[src/rtl/alsu_gen.sv]
// Two-stage arithmetic/logic/shift unit with registered inputs and result,
// plus an LED blink sequencer that flags invalid operations.
module alsu_gen #(
    parameter int WIDTH          = 3,
    parameter     INPUT_PRIORITY = "A",
    parameter     FULL_ADDER     = "on",
    parameter int BLINK_PERIOD   = 4,
    parameter int BLINK_TOGGLES  = 50
) (
    input  logic                 clk,
    input  logic                 rst_n,
    input  logic                 in_valid,
    input  logic [WIDTH-1:0]     A,
    input  logic [WIDTH-1:0]     B,
    input  logic [2:0]           opcode,
    input  logic                 cin,
    input  logic                 serial_in,
    input  logic                 direction,
    input  logic                 red_op_A,
    input  logic                 red_op_B,
    input  logic                 bypass_A,
    input  logic                 bypass_B,
    output logic [2*WIDTH-1:0]   out,
    output logic                 out_valid,
    output logic [15:0]          leds,
    output logic                 error
);

    localparam int   W2      = 2 * WIDTH;
    localparam logic PRI_A   = (INPUT_PRIORITY == "A");
    localparam logic USE_CIN = (FULL_ADDER == "on");
    localparam int   PW      = $clog2(BLINK_PERIOD + 1);
    localparam int   TW      = $clog2(BLINK_TOGGLES + 1);
    localparam logic [PW-1:0] PER_LAST = PW'(BLINK_PERIOD - 1);
    localparam logic [TW-1:0] TOG_LAST = TW'(BLINK_TOGGLES - 1);

    typedef enum logic [0:0] {ST_IDLE = 1'b0, ST_BLINK = 1'b1} blink_state_t;

    logic [WIDTH-1:0] a_r, b_r;
    logic [2:0]       op_r;
    logic             cin_r, ser_r, dir_r, red_a_r, red_b_r, byp_a_r, byp_b_r, v1_r;
    logic [W2-1:0]    out_r, res_s, prod_s;
    logic [WIDTH:0]   sum_s;
    logic [WIDTH-1:0] red_src_s;
    logic             out_valid_r, inv_s, trig_s, error_r;
    logic [15:0]      leds_r, leds_n;
    logic [PW-1:0]    per_cnt_r, per_n;
    logic [TW-1:0]    tog_cnt_r, tog_n;
    blink_state_t     state_r, state_n;

    function automatic logic red_bit(input logic is_xor, input logic [WIDTH-1:0] v);
        if (is_xor) begin
            red_bit = ^v;
        end else begin
            red_bit = &v;
        end
    endfunction

    // Stage 1: capture operands when qualified; valid flag tracks in_valid every cycle
    always_ff @(posedge clk or negedge rst_n) begin
        if (!rst_n) begin
            a_r <= '0; b_r <= '0; op_r <= 3'd0;
            cin_r <= 1'b0; ser_r <= 1'b0; dir_r <= 1'b0;
            red_a_r <= 1'b0; red_b_r <= 1'b0; byp_a_r <= 1'b0; byp_b_r <= 1'b0;
            v1_r <= 1'b0;
        end else begin
            v1_r <= in_valid;
            if (in_valid) begin
                a_r <= A; b_r <= B; op_r <= opcode;
                cin_r <= cin; ser_r <= serial_in; dir_r <= direction;
                red_a_r <= red_op_A; red_b_r <= red_op_B;
                byp_a_r <= bypass_A; byp_b_r <= bypass_B;
            end else begin
                a_r <= a_r; b_r <= b_r; op_r <= op_r;
            end
        end
    end

    // Result selection: bypass first, then legality, then the opcode itself
    always_comb begin
        res_s     = '0;
        inv_s     = 1'b0;
        sum_s     = {1'b0, a_r} + {1'b0, b_r} + {{WIDTH{1'b0}}, cin_r & USE_CIN};
        prod_s    = {{WIDTH{1'b0}}, a_r} * {{WIDTH{1'b0}}, b_r};
        red_src_s = (red_a_r && (!red_b_r || PRI_A)) ? a_r : b_r;
        if (byp_a_r && (!byp_b_r || PRI_A)) begin
            res_s = {{WIDTH{1'b0}}, a_r};
        end else if (byp_b_r) begin
            res_s = {{WIDTH{1'b0}}, b_r};
        end else if ((op_r[2:1] == 2'b11) || ((red_a_r || red_b_r) && (op_r[2:1] != 2'b00))) begin
            inv_s = 1'b1;
        end else begin
            case (op_r)
                3'd0, 3'd1: begin
                    if (red_a_r || red_b_r) begin
                        res_s = {{(W2-1){1'b0}}, red_bit(op_r[0], red_src_s)};
                    end else if (op_r[0]) begin
                        res_s = {{WIDTH{1'b0}}, a_r ^ b_r};
                    end else begin
                        res_s = {{WIDTH{1'b0}}, a_r & b_r};
                    end
                end
                3'd2:    res_s = {{(WIDTH-1){1'b0}}, sum_s};
                3'd3:    res_s = prod_s;
                3'd4:    res_s = dir_r ? {out_r[W2-2:0], ser_r} : {ser_r, out_r[W2-1:1]};
                3'd5:    res_s = dir_r ? {out_r[W2-2:0], out_r[W2-1]} : {out_r[0], out_r[W2-1:1]};
                default: res_s = '0;
            endcase
        end
    end

    assign trig_s = v1_r & inv_s;

    // Stage 2: result register updates only for a qualified stage-1 entry
    always_ff @(posedge clk or negedge rst_n) begin
        if (!rst_n) begin
            out_r       <= '0;
            out_valid_r <= 1'b0;
        end else begin
            out_valid_r <= v1_r;
            if (v1_r) begin
                out_r <= res_s;
            end else begin
                out_r <= out_r;
            end
        end
    end

    // Blink sequencer next-state; a new invalid op always restarts the pattern
    always_comb begin
        state_n = state_r;
        leds_n  = leds_r;
        per_n   = per_cnt_r;
        tog_n   = tog_cnt_r;
        if (trig_s) begin
            state_n = ST_BLINK;
            leds_n  = 16'hFFFF;
            per_n   = '0;
            tog_n   = '0;
        end else begin
            case (state_r)
                ST_IDLE: begin
                    leds_n = 16'h0000;
                    per_n  = '0;
                    tog_n  = '0;
                end
                ST_BLINK: begin
                    if (per_cnt_r == PER_LAST) begin
                        per_n = '0;
                        if (tog_cnt_r == TOG_LAST) begin
                            leds_n  = 16'h0000;
                            tog_n   = '0;
                            state_n = ST_IDLE;
                        end else begin
                            leds_n = ~leds_r;
                            tog_n  = tog_cnt_r + TW'(1);
                        end
                    end else begin
                        per_n = per_cnt_r + PW'(1);
                    end
                end
                default: begin
                    state_n = ST_IDLE;
                    leds_n  = 16'h0000;
                    per_n   = '0;
                    tog_n   = '0;
                end
            endcase
        end
    end

    // Blink sequencer registers; error mirrors the registered state
    always_ff @(posedge clk or negedge rst_n) begin
        if (!rst_n) begin
            state_r   <= ST_IDLE;
            leds_r    <= 16'h0000;
            per_cnt_r <= '0;
            tog_cnt_r <= '0;
            error_r   <= 1'b0;
        end else begin
            state_r   <= state_n;
            leds_r    <= leds_n;
            per_cnt_r <= per_n;
            tog_cnt_r <= tog_n;
            error_r   <= (state_n == ST_BLINK);
        end
    end

    assign out       = out_r;
    assign out_valid = out_valid_r;
    assign leds      = leds_r;
    assign error     = error_r;

endmodule

[config.mk]
export PLATFORM = sky130hd
export DESIGN_NAME = alsu_gen
export DESIGN_NICKNAME = d
export VERILOG_FILES = /design/src/rtl/alsu_gen.sv
export SDC_FILE = /design/constraint.sdc
export NUM_CORES = 1
export LEC_CHECK = 0
export ABC_AREA = 1
export BUFFER_PORTS_ARGS = -buffer_cell sky130_fd_sc_hd__buf_2
export CORE_ASPECT_RATIO = 0.6
export CORE_UTILIZATION = 35
export DETAILED_ROUTE_END_ITERATION = 6
export GPL_TIMING_DRIVEN = 0
export SYNTH_ARGS = -nofsm -noshare
export SYNTH_HDL_FRONTEND = slang
export SYNTH_SLANG_ARGS = --single-unit
[constraint.sdc]
create_clock -name clk -period 3.1 [get_ports clk]
set_input_delay 0 -clock clk [delete_from_list [all_inputs] [get_ports clk]]
set_output_delay 0 -clock clk [all_outputs]
set_load 0.03 [all_outputs]
### Word level (Yosys, flattened, before mapping)

Cells that the tools add are included.
Widths: inputs -> output; s select.

| operators by class | value |
|---|---|
| $mul | 1 |
| eq/ne operators | 9 |
| bitwise gates (word level) | 5 |
| $add $sub $neg | 4 |
| multiplexer cells | 28 |
| reductions and logical operators | 8 |

Operators by type and width:

| cell | number |
|---|---|
| $mux 16 | 3 |
| $mux 6 | 8 |
| $pmux 16 s2 | 1 |
| $pmux 6 s5 | 1 |
| $not 16->16 | 1 |
| $mux 3 | 5 |
| $pmux 6 s2 | 1 |
| $eq 3x2->1 const B | 3 |
| $mux 1 | 8 |
| $add 6x1->6 const B | 1 |
| $eq 3x3->1 const B | 2 |
| $eq 6x6->1 const B | 1 |
| $mul 3x3->6 | 1 |
| $pmux 3 s2 | 1 |
| $add 3x3->4 | 1 |
| $add 4x1->4 | 1 |
| $add 3x1->3 const B | 1 |
| $and 3x3->3 | 1 |
| $eq 3x1->1 const B | 1 |
| $logic_not 3->1 | 1 |
| $ne 3x2->1 const B | 1 |
| $reduce_and 3->1 | 1 |
| $reduce_xor 3->1 | 1 |
| $xor 3x3->3 | 1 |
| other kinds (7) | 8 |

| word-level totals | value |
|---|---|
| flip-flop bits (word level) | 50 |
| logic and storage cells | 72 |
| output and inout bits | 24 |

### Depth between registers and ports, before layout

Gate-level depths: netlist of run 1.

| logic depth | value |
|---|---|
| depth in word-level cells | 8 |
| gate-level depth with buffers | 15 |
| gate-level depth less buffers | 15 |

### Least setup slack after synthesis of run 1

OpenSTA, ideal clock, no wires.

| timing | value |
|---|---|
| path type | reg2reg |
| from | reg a_r[1] |
| to | reg out_r[4] (netlist: out[4]) |
| library setup time | 0.121 ns |
| stages on the path, launching flop included | 9 |
| arrival | 2.058 ns |
| path slack | 0.921 ns |
| period minus slack after synthesis | 2.179 ns |
| cell sequence | dfrtp_1 ha_1 xnor2_1 ha_1 ha_1 fa_1 xnor2_1 o22ai_1 a22o_1 |

| between the ends | value |
|---|---|
| cells in the longest elaborated chain, start to end | 5 |

Ends and longest elaborated chain:

| element | line | text |
|---|---|---|
| start, declared | 39 | `logic [WIDTH-1:0] a_r, b_r;` |
| start signal, assigned | 74 | `a_r <= a_r; b_r <= b_r; op_r <= op_r;` |
| $mul 3x3->6 | 84 | `prod_s = {{WIDTH{1'b0}}, a_r} * {{WIDTH{1'b0}}, b_r};` |
| $pmux 6 s5 | 93 | `case (op_r)` |
| $mux 6 | 90 | `end else if ((op_r[2:1] == 2'b11) \|\| ((red_a_r \|\| red_b_r) && (op_r[2:1] != 2'b00))) begin` |
| $mux 6 | 88 | `end else if (byp_b_r) begin` |
| $mux 6 | 86 | `if (byp_a_r && (!byp_b_r \|\| PRI_A)) begin` |
| end signal, assigned | 122 | `out_r <= res_s;` |
| end signal, assigned | 124 | `out_r <= out_r;` |
| end, declared | 42 | `logic [W2-1:0] out_r, res_s, prod_s;` |

Every way passes these cells.
A chain may end at the register's enable or synchronous reset.

### Final worst setup path of run 1

Same ends and word-level chain as after synthesis.

==> metrics.md, run 1 <==
| Metric | Value |
|---|---|
| Run status | `complete, no violations` |
| Area share of the largest cell type after synthesis | `44.1%` |
| Final std cell area, no fill | `3500 um2` |
| Register-to-register setup slack | `0.61 ns` |
| Antenna violations before repair | `0` |
| Number of placed instances, taps included | `508` |
| Number of storage elements in the synthesis netlist | `50` |
| Mean instance size in the synthesized netlist | `7.83 um2` |
| Start-to-end type of the worst setup path | `register to register` |
| Number of rows in the core area | `24` |
| Ratio of final minimum period to clock period | `80.4%` |
| Post-CTS clock slew at the launch and capture registers of the worst setup and hold paths | `0.07 ns` |
| Global-route wire length before repair | `11500 um` |
| Total number of yosys warnings | `0` |
| Core area | `7540 um2` |
| Placed standard-cell area | `3180 um2` |
| Overall overflow remaining after global route | `0` |
| DRC violation count after routing | `0` |
| Final Hold Slack | `0.393 ns` |
| Y dimension of the die | `71.7 um` |
| DRT antenna net count | `0` |
| Max capacitance violation total | `0` |
| Number of primary I/O pins | `43` |
| Worst-case clock skew | `0.00719 ns` |
| Post-route minimum period | `2.49 ns` |
| Arrival time of the worst setup path | `2.66 ns` |
| Initial standard-cell utilization of the core | `37.6%` |
| Total Power Consumption | `2.58 mW` |
| Die width | `118 um` |
| Share of the core filled with cells | `46.5%` |
| Final slew viol count | `0` |
| Max Fanout on Critical Path | `8` |
| CTS tree | `built` |
| Total via count in the routed design | `2592` |
| Detail-routed net length per standard cell | `13.3 um` |
| CTS resizes | `0` |
| Power per Cell Area | `736 nW/um2` |
| Setup violations, final | `0` |
| # fillers | `713` |
| Number of standard cells in the final layout excluding fillers | `534` |
| Number of detailed-route iterations in the first pass | `4` |
| Number of distinct standard cells referenced by the synthesized netlist | `28` |
| Clock root buffer | `sky130_fd_sc_hd__clkbuf_16` |
| Largest net degree at the start of global routing | `51` |
| Main area contributors after synthesis | `sky130_fd_sc_hd__dfrtp_1 44%, sky130_fd_sc_hd__nand2_1 9.3%, sky130_fd_sc_hd__a21oi_1 8.8%` |
| Number of CTS-inserted buffers | `5` |
| Placed wire-length estimate | `5300 um` |
| Leakage component of the power | `1.76 nW` |
| Number of cells produced by synthesis | `362` |
| Worst EP required | `3.27 ns` |
| Category of the worst setup path capture point | `register` |
| Maximum root-to-sink buffer count | `2` |
| Startpoint class of the critical path | `register` |
| Gp weighted congestion | `0.884` |
| FMAX | `0.401 GHz` |
| Highest-count cells in the layout ignoring fill and taps | `70 x sky130_fd_sc_hd__nand2_1, 55 x sky130_fd_sc_hd__nor2_1, 50 x sky130_fd_sc_hd__a21oi_1, 50 x sky130_fd_sc_hd__dfrtp_1, 48 x sky130_fd_sc_hd__buf_2` |
| Fraction of layout instances using a drive strength above 1 | `15.8%` |
| Post-layout worst setup margin | `0.609 ns` |
| Vias in the first global route | `2217` |
| Hold violation count in the final report | `0` |
| # diodes | `0` |
| Number of clock sinks seen by CTS | `50` |
| RSZ-0062 raised after global routing | `false` |
| NumNets Final | `465` |
| Total number of H-tree levels | `2` |
| Cell type with the highest aggregate area in the netlist | `sky130_fd_sc_hd__dfrtp_1` |
| Area Growth Syn to Fin | `23.6%` |
| Drt via density | `4.85` |
| Most common library cell in the layout ignoring fill and taps | `sky130_fd_sc_hd__nand2_1` |
| Die footprint | `8480 um2` |
| Worst IR drop on VDD | `0.556 mV` |
| Area used by sequential logic in the layout | `1250 um2` |
| Later-pin clock latency in the skew report | `0.29 ns` |
| Post-synthesis sequential area ratio | `44.1%` |
| Mapped Area | `2840 um2` |
| Post-synth net total | `398` |
| Multi-input logic area | `1360 um2` |
| Count of input and output buffers | `42` |
| Measured slew at the worst slew-check pin | `1.12 ns` |
| Number of DRC markers in iteration 0 | `263` |
| Max transition margin | `25.0%` |
| Setup Slack @ Placement | `0.673 ns` |
| Gr usage total | `17.7%` |
| Final setup TNS | `0 ns` |
| Worst Hold Class | `input pin to register` |
| Total wirelength of the detailed-routed design | `7090 um` |
-- area by class of cell --
type	instances	area share, %
multi-input combinational	259	38.9
sequential	50	35.7
timing repair buffer	60	11.1
inverter	40	4.29
clock buffer	7	4.07
tap	104	3.71
buffer	13	2.04
clock inverter	1	0.143
-- where the power goes --
group          internal (mW)  total, mW  switching [mW]  leakage (nW)
Combinational          0.386       1.05           0.667          1.09
Clock                  0.320      0.552           0.232        0.0739
Sequential             0.828      0.974           0.146         0.599
-- path summary, 6_finish.rpt --
check	startpoint	endpoint	cells after the start
worst min-delay path	in_valid	v1_r	2
worst max-delay path	a_r[1]	out[4]	8
worst min register to register	per_cnt_r[0]	per_cnt_r[0]	1
min in group asynchronous	rst_n	leds[2]	2
max in group asynchronous	rst_n	leds[8]	2
worst max register to register	a_r[1]	out[4]	8
-- sequential cells by signal, summed over array words and instances, names as in the netlist --
| register | cells |
|---|---|
| dir_r | 1 |
| byp_b_r | 1 |
| red_a_r | 1 |
| per_cnt_r | 3 |
| leds | 16 |
| cin_r | 1 |
| red_b_r | 1 |
| a_r | 3 |
| v1_r | 1 |
| out | 6 |
| b_r | 3 |
| ser_r | 1 |
| byp_a_r | 1 |
| out_valid | 1 |
| op_r | 3 |
| state_r | 1 |
| tog_cnt_r | 6 |
-- Yosys cell counts --
| library cell | instances |
|---|---|
| sky130_fd_sc_hd__nand2_1 | 70 |
| sky130_fd_sc_hd__nor2_1 | 55 |
| sky130_fd_sc_hd__a21oi_1 | 50 |
| sky130_fd_sc_hd__dfrtp_1 | 50 |
| sky130_fd_sc_hd__inv_1 | 38 |
| sky130_fd_sc_hd__o21ai_0 | 27 |
| sky130_fd_sc_hd__ha_1 | 14 |
| sky130_fd_sc_hd__nand3_1 | 13 |
| sky130_fd_sc_hd__buf_2 | 6 |
| sky130_fd_sc_hd__clkbuf_1 | 5 |
| sky130_fd_sc_hd__o22ai_1 | 4 |
| sky130_fd_sc_hd__fa_1 | 3 |
| sky130_fd_sc_hd__mux2_2 | 3 |
| sky130_fd_sc_hd__nand4_1 | 3 |
| sky130_fd_sc_hd__nor2_2 | 3 |
| sky130_fd_sc_hd__o211ai_1 | 3 |
| sky130_fd_sc_hd__buf_6 | 2 |
| sky130_fd_sc_hd__or2_2 | 2 |
| sky130_fd_sc_hd__xnor2_1 | 2 |
| sky130_fd_sc_hd__a21boi_0 | 1 |
| sky130_fd_sc_hd__a22o_1 | 1 |
| sky130_fd_sc_hd__clkinv_1 | 1 |
| sky130_fd_sc_hd__inv_2 | 1 |
| sky130_fd_sc_hd__nand2_4 | 1 |
| sky130_fd_sc_hd__nor4_1 | 1 |
| sky130_fd_sc_hd__o21ai_2 | 1 |
| sky130_fd_sc_hd__o21bai_1 | 1 |
| sky130_fd_sc_hd__xor2_1 | 1 |
-- worst max-delay path: stages, from the launching register on --
cell and delay, ns:
sky130_fd_sc_hd__dfrtp_1 0.51, sky130_fd_sc_hd__ha_1 0.29, sky130_fd_sc_hd__xnor2_1 0.17, sky130_fd_sc_hd__ha_1 0.25, sky130_fd_sc_hd__ha_1 0.23, sky130_fd_sc_hd__fa_1 0.41
sky130_fd_sc_hd__xnor2_1 0.21, sky130_fd_sc_hd__o22ai_1 0.11, sky130_fd_sc_hd__a22o_1 0.19
-- logic make-up after synthesis --
group	share of synthesized area (%)
adders and majority gates	8.30
buffers and inverters	7.81
and+or+nand+nor	21.2
xor gates and xnor gates	0.927
AOI/OAI and AO/OA	16.4
DFF	44.1
muxes	1.19
-- layer usage --
| layer | part of all wire (%) | wire [um] | GRT usage [%] | up-vias |
|---|---|---|---|---|
| li1 | - | - | - | 1318 |
| met1 | 56 | 4000 | 29.9 | 1187 |
| met2 | 36 | 2570 | 21.1 | 83 |
| met3 | 6.7 | 472 | 4.54 | 4 |
| met4 | 0.62 | 44 | 3.42 | 0 |
| met5 | 0 | 0 | 0 | - |
-- timing repair --
item | 4_1_cts | 5_1_grt
hold buffers | 18 | 0
hold endpoints to repair | 67 | 0
setup buffers | 0 | 0
(Power assumes the default switching activity.)
==> run 2: changes to the inputs <==
clock period = 2.36 ns   (was 3.1 ns; I/O delays follow)
==> run 2 against run 1 <==
Effect of this change: register-to-register slack worse by 0.51 ns; combinational power rose by 33%; non-clock buffer count up 2; final cell count grew 0.37%; sequential cell count is the same; highest routed layer unchanged.
==> metrics.md, run 2 (same netlist as run 1, synthesis figures left out) <==
| Metric | Value |
|---|---|
| Power per Cell Area | `964 nW/um2 (was 736 nW/um2)` |
| Ratio of final minimum period to clock period | `95.6% (was 80.4%)` |
| NumNets Final | `467 (was 465)` |
| Worst-case clock skew | `0.00730 ns (was 0.00719 ns)` |
| Power share of the combinational group | `41.2% (was 40.8%)` |
| Largest net degree at the start of global routing | `51 (unchanged)` |
| Number of detailed-route iterations in the first pass | `5 (was 4)` |
| Number of DRC markers in iteration 0 | `262 (was 263)` |
| Initial standard-cell utilization of the core | `37.6% (unchanged)` |
| Slowest cell on the critical path | `sky130_fd_sc_hd__dfrtp_2 (was sky130_fd_sc_hd__dfrtp_1)` |
| Number of CTS-inserted buffers | `5 (unchanged)` |
| Measured slew at the worst slew-check pin | `1.12 ns (about the same)` |
| Flip-flop count of the largest register after layout | `16 (unchanged)` |
| Worst EP required | `2.53 ns (was 3.27 ns)` |
| Total number of H-tree levels | `2 (unchanged)` |
| Max transition margin | `25.0% (about the same)` |
| Die footprint | `8480 um2 (unchanged)` |
| Fraction of layout instances using a drive strength above 1 | `16.9% (was 15.8%)` |
| Max capacitance violation total | `0 (unchanged)` |
| Most frequent cell on the critical path | `sky130_fd_sc_hd__ha_1 (unchanged)` |
| Category of the worst setup path capture point | `register (unchanged)` |
| DRC violation count after routing | `0 (unchanged)` |
| Net switching power | `1.38 mW (was 1.05 mW)` |
| Combined buffer and inverter count along the critical path | `0 (unchanged)` |
| Final std cell area, no fill | `3520 um2 (was 3500 um2)` |
| Proportion of power drawn by flip-flops and latches | `37.5% (was 37.8%)` |
| DRT antenna net count | `0 (unchanged)` |
| CP Cell Sequence | `ha_1, xnor2_1, ha_1, ha_1, fa_2, xnor2_1, o22ai_1, a22o_1 (was ha_1, xnor2_1, ha_1, ha_1, fa_1, xnor2_1, o22ai_1, a22o_1)` |
| Final slew viol count | `0 (unchanged)` |
| Placed standard-cell area | `3180 um2 (unchanged)` |
| Clk network pwr share | `21.2% (was 21.4%)` |
| Startpoint class of the critical path | `register (unchanged)` |
| Overall overflow remaining after global route | `0 (unchanged)` |
| Worst path top cell family by delay | `adder cells (unchanged)` |
| Highest-count cells in the layout ignoring fill and taps | `70 x sky130_fd_sc_hd__nand2_1, 55 x sky130_fd_sc_hd__nor2_1, 50 x sky130_fd_sc_hd__a21oi_1 (was 70 x sky130_fd_sc_hd__nand2_1, 55 x sky130_fd_sc_hd__nor2_1, 50 x sky130_fd_sc_hd__a21oi_1, 50 x sky130_fd_sc_hd__dfrtp_1, 48 x sky130_fd_sc_hd__buf_2)` |
| Vias in the first global route | `2234 (was 2217)` |
| Run status | `complete, no violations (unchanged)` |
| Start-to-end type of the worst setup path | `register to register (unchanged)` |
| Critical path's largest stage delay | `0.43 ns (was 0.51 ns)` |
| Number of clock sinks seen by CTS | `50 (unchanged)` |
| Number of primary I/O pins | `43 (unchanged)` |
| Maximum root-to-sink buffer count | `2 (unchanged)` |
| # fillers | `715 (was 713)` |
| Number of rows in the core area | `24 (unchanged)` |
| Die width | `118 um (unchanged)` |
| FMAX | `0.443 GHz (was 0.401 GHz)` |
| Worst Hold Class | `input pin to register (unchanged)` |
| Most common library cell in the layout ignoring fill and taps | `sky130_fd_sc_hd__nand2_1 (unchanged)` |
| Area Growth Syn to Fin | `24.3% (was 23.6%)` |
| Global-route wire length before repair | `11600 um (was 11500 um)` |
| Antenna violations before repair | `0 (unchanged)` |
| Later-pin clock latency in the skew report | `0.29 ns (about the same)` |
| Clock root buffer | `sky130_fd_sc_hd__clkbuf_16 (unchanged)` |
| # diodes | `0 (unchanged)` |
| Total wirelength of the detailed-routed design | `7210 um (was 7090 um)` |
| Worst IR drop on VDD | `0.730 mV (was 0.556 mV)` |
| Final setup TNS | `0 ns (unchanged)` |
| Detail-routed net length per standard cell | `13.5 um (was 13.3 um)` |
| Arrival time of the worst setup path | `2.43 ns (was 2.66 ns)` |
| Core area | `7540 um2 (unchanged)` |
| Drt via density | `4.93 (was 4.85)` |
| Gr usage total | `17.9% (was 17.7%)` |
| RSZ-0062 raised after global routing | `false (unchanged)` |
| Y dimension of the die | `71.7 um (unchanged)` |
| CTS tree | `built (unchanged)` |
| Count of input and output buffers | `42 (unchanged)` |
| Switching fraction of total power | `40.5% (about the same)` |
| Post-route minimum period | `2.26 ns (was 2.49 ns)` |
| Max Fanout on Critical Path | `2 (was 8)` |
| Leakage component of the power | `1.77 nW (was 1.76 nW)` |
| Setup violations, final | `0 (unchanged)` |
| Placed wire-length estimate | `5300 um (unchanged)` |
| Hold violation count in the final report | `0 (unchanged)` |
| Gp weighted congestion | `0.884 (unchanged)` |
| Total via count in the routed design | `2643 (was 2592)` |
| Post-CTS clock slew at the launch and capture registers of the worst setup and hold paths | `0.07 ns (about the same)` |
| Power Internal | `2.02 mW (was 1.53 mW)` |
## run 2: changes by cell type in the layout (fill, tap and decap cells not counted)
cell / before / now
sky130_fd_sc_hd__buf_4: 0 / 2
sky130_fd_sc_hd__dfrtp_1: 50 / 48
sky130_fd_sc_hd__dfrtp_2: 0 / 2
sky130_fd_sc_hd__fa_1: 3 / 2
sky130_fd_sc_hd__fa_2: 0 / 1
## run 2: timing repair
item                                   in CTS  in global routing
setup buffers                               2                  0
gates resized for setup                     2                  1
pin swaps                                   0                  1
setup endpoints to repair                   1                  1
endpoints found under the hold margin      67                  0
hold buffers                               18                  0
## run 2: metrics by stage
stage	power [mW]	worst slack [ns]	instances	hold WS (ns)	utilization, %
6_report	3.40	0.103	536	0.393	46.7
5_1_grt	3.65	0.00196	536	0.396	46.7
4_1_cts	3.43	0.0446	536	0.380	46.7
3_5_place_dp	2.66	-0.0672	508	0.154	42.1
3_3_place_gp	2.63	-0.0281	508	0.155	42.1
2_1_floorplan	2.27	0.181	362	-0.296	-
## run 2: final timing paths
check / slack [ns] / from / cells after the start / end
hold reg to reg: 0.44 / per_cnt_r[0] / 1 / per_cnt_r[0]
setup reg to reg: 0.10 / a_r[1] / 8 / out[4]
min in group asynchronous: 0.47 / rst_n / 2 / leds[2]
setup / recovery: 0.10 / a_r[1] / 8 / out[4]
max in group asynchronous: 1.12 / rst_n / 2 / b_r[1]
hold / removal: 0.39 / in_valid / 2 / v1_r
## run 2: layout make-up
| type | count | area, um2 | area share (%) |
|---|---|---|---|
| multi-input combinational | 259 | 1370 | 38.7 |
| sequential | 50 | 1250 | 35.6 |
| tap | 104 | 130 | 3.69 |
| timing repair buffer | 62 | 405 | 11.5 |
| clock inverter | 1 | 5.00 | 0.142 |
| clock buffer | 7 | 143 | 4.05 |
| buffer | 13 | 71.3 | 2.02 |
| inverter | 40 | 150 | 4.26 |
## run 2: per-layer routing
| metal | part of all wire [%] | vias to the layer above | global-route usage, % |
|---|---|---|---|
| met3 | 6.9 | 4 | 4.94 |
| met2 | 37 | 90 | 21.4 |
| li1 | - | 1321 | - |
| met4 | 0.58 | 0 | 3.42 |
| met5 | 0 | - | 0 |
| met1 | 56 | 1228 | 30.0 |
## run 2: power by group through the flow
| stage | sequential, mW | combinational, mW | clock (mW) |
|---|---|---|---|
| floorplan | 1.55 | 0.720 | 0 |
| global placement | 1.29 | 1.34 | 0 |
| finish | 1.27 | 1.40 | 0.721 |
| global route | 1.30 | 1.55 | 0.793 |
| CTS | 1.27 | 1.41 | 0.753 |
| detailed placement | 1.29 | 1.37 | 0 |
## run 2: worst register-to-register path, cell delays in order, from the launching register on
cell and delay [ns]:
sky130_fd_sc_hd__dfrtp_2 0.43, sky130_fd_sc_hd__ha_1 0.23, sky130_fd_sc_hd__xnor2_1 0.17, sky130_fd_sc_hd__ha_1 0.26, sky130_fd_sc_hd__ha_1 0.24, sky130_fd_sc_hd__fa_2 0.36, sky130_fd_sc_hd__xnor2_1 0.17, sky130_fd_sc_hd__o22ai_1 0.10
sky130_fd_sc_hd__a22o_1 0.19
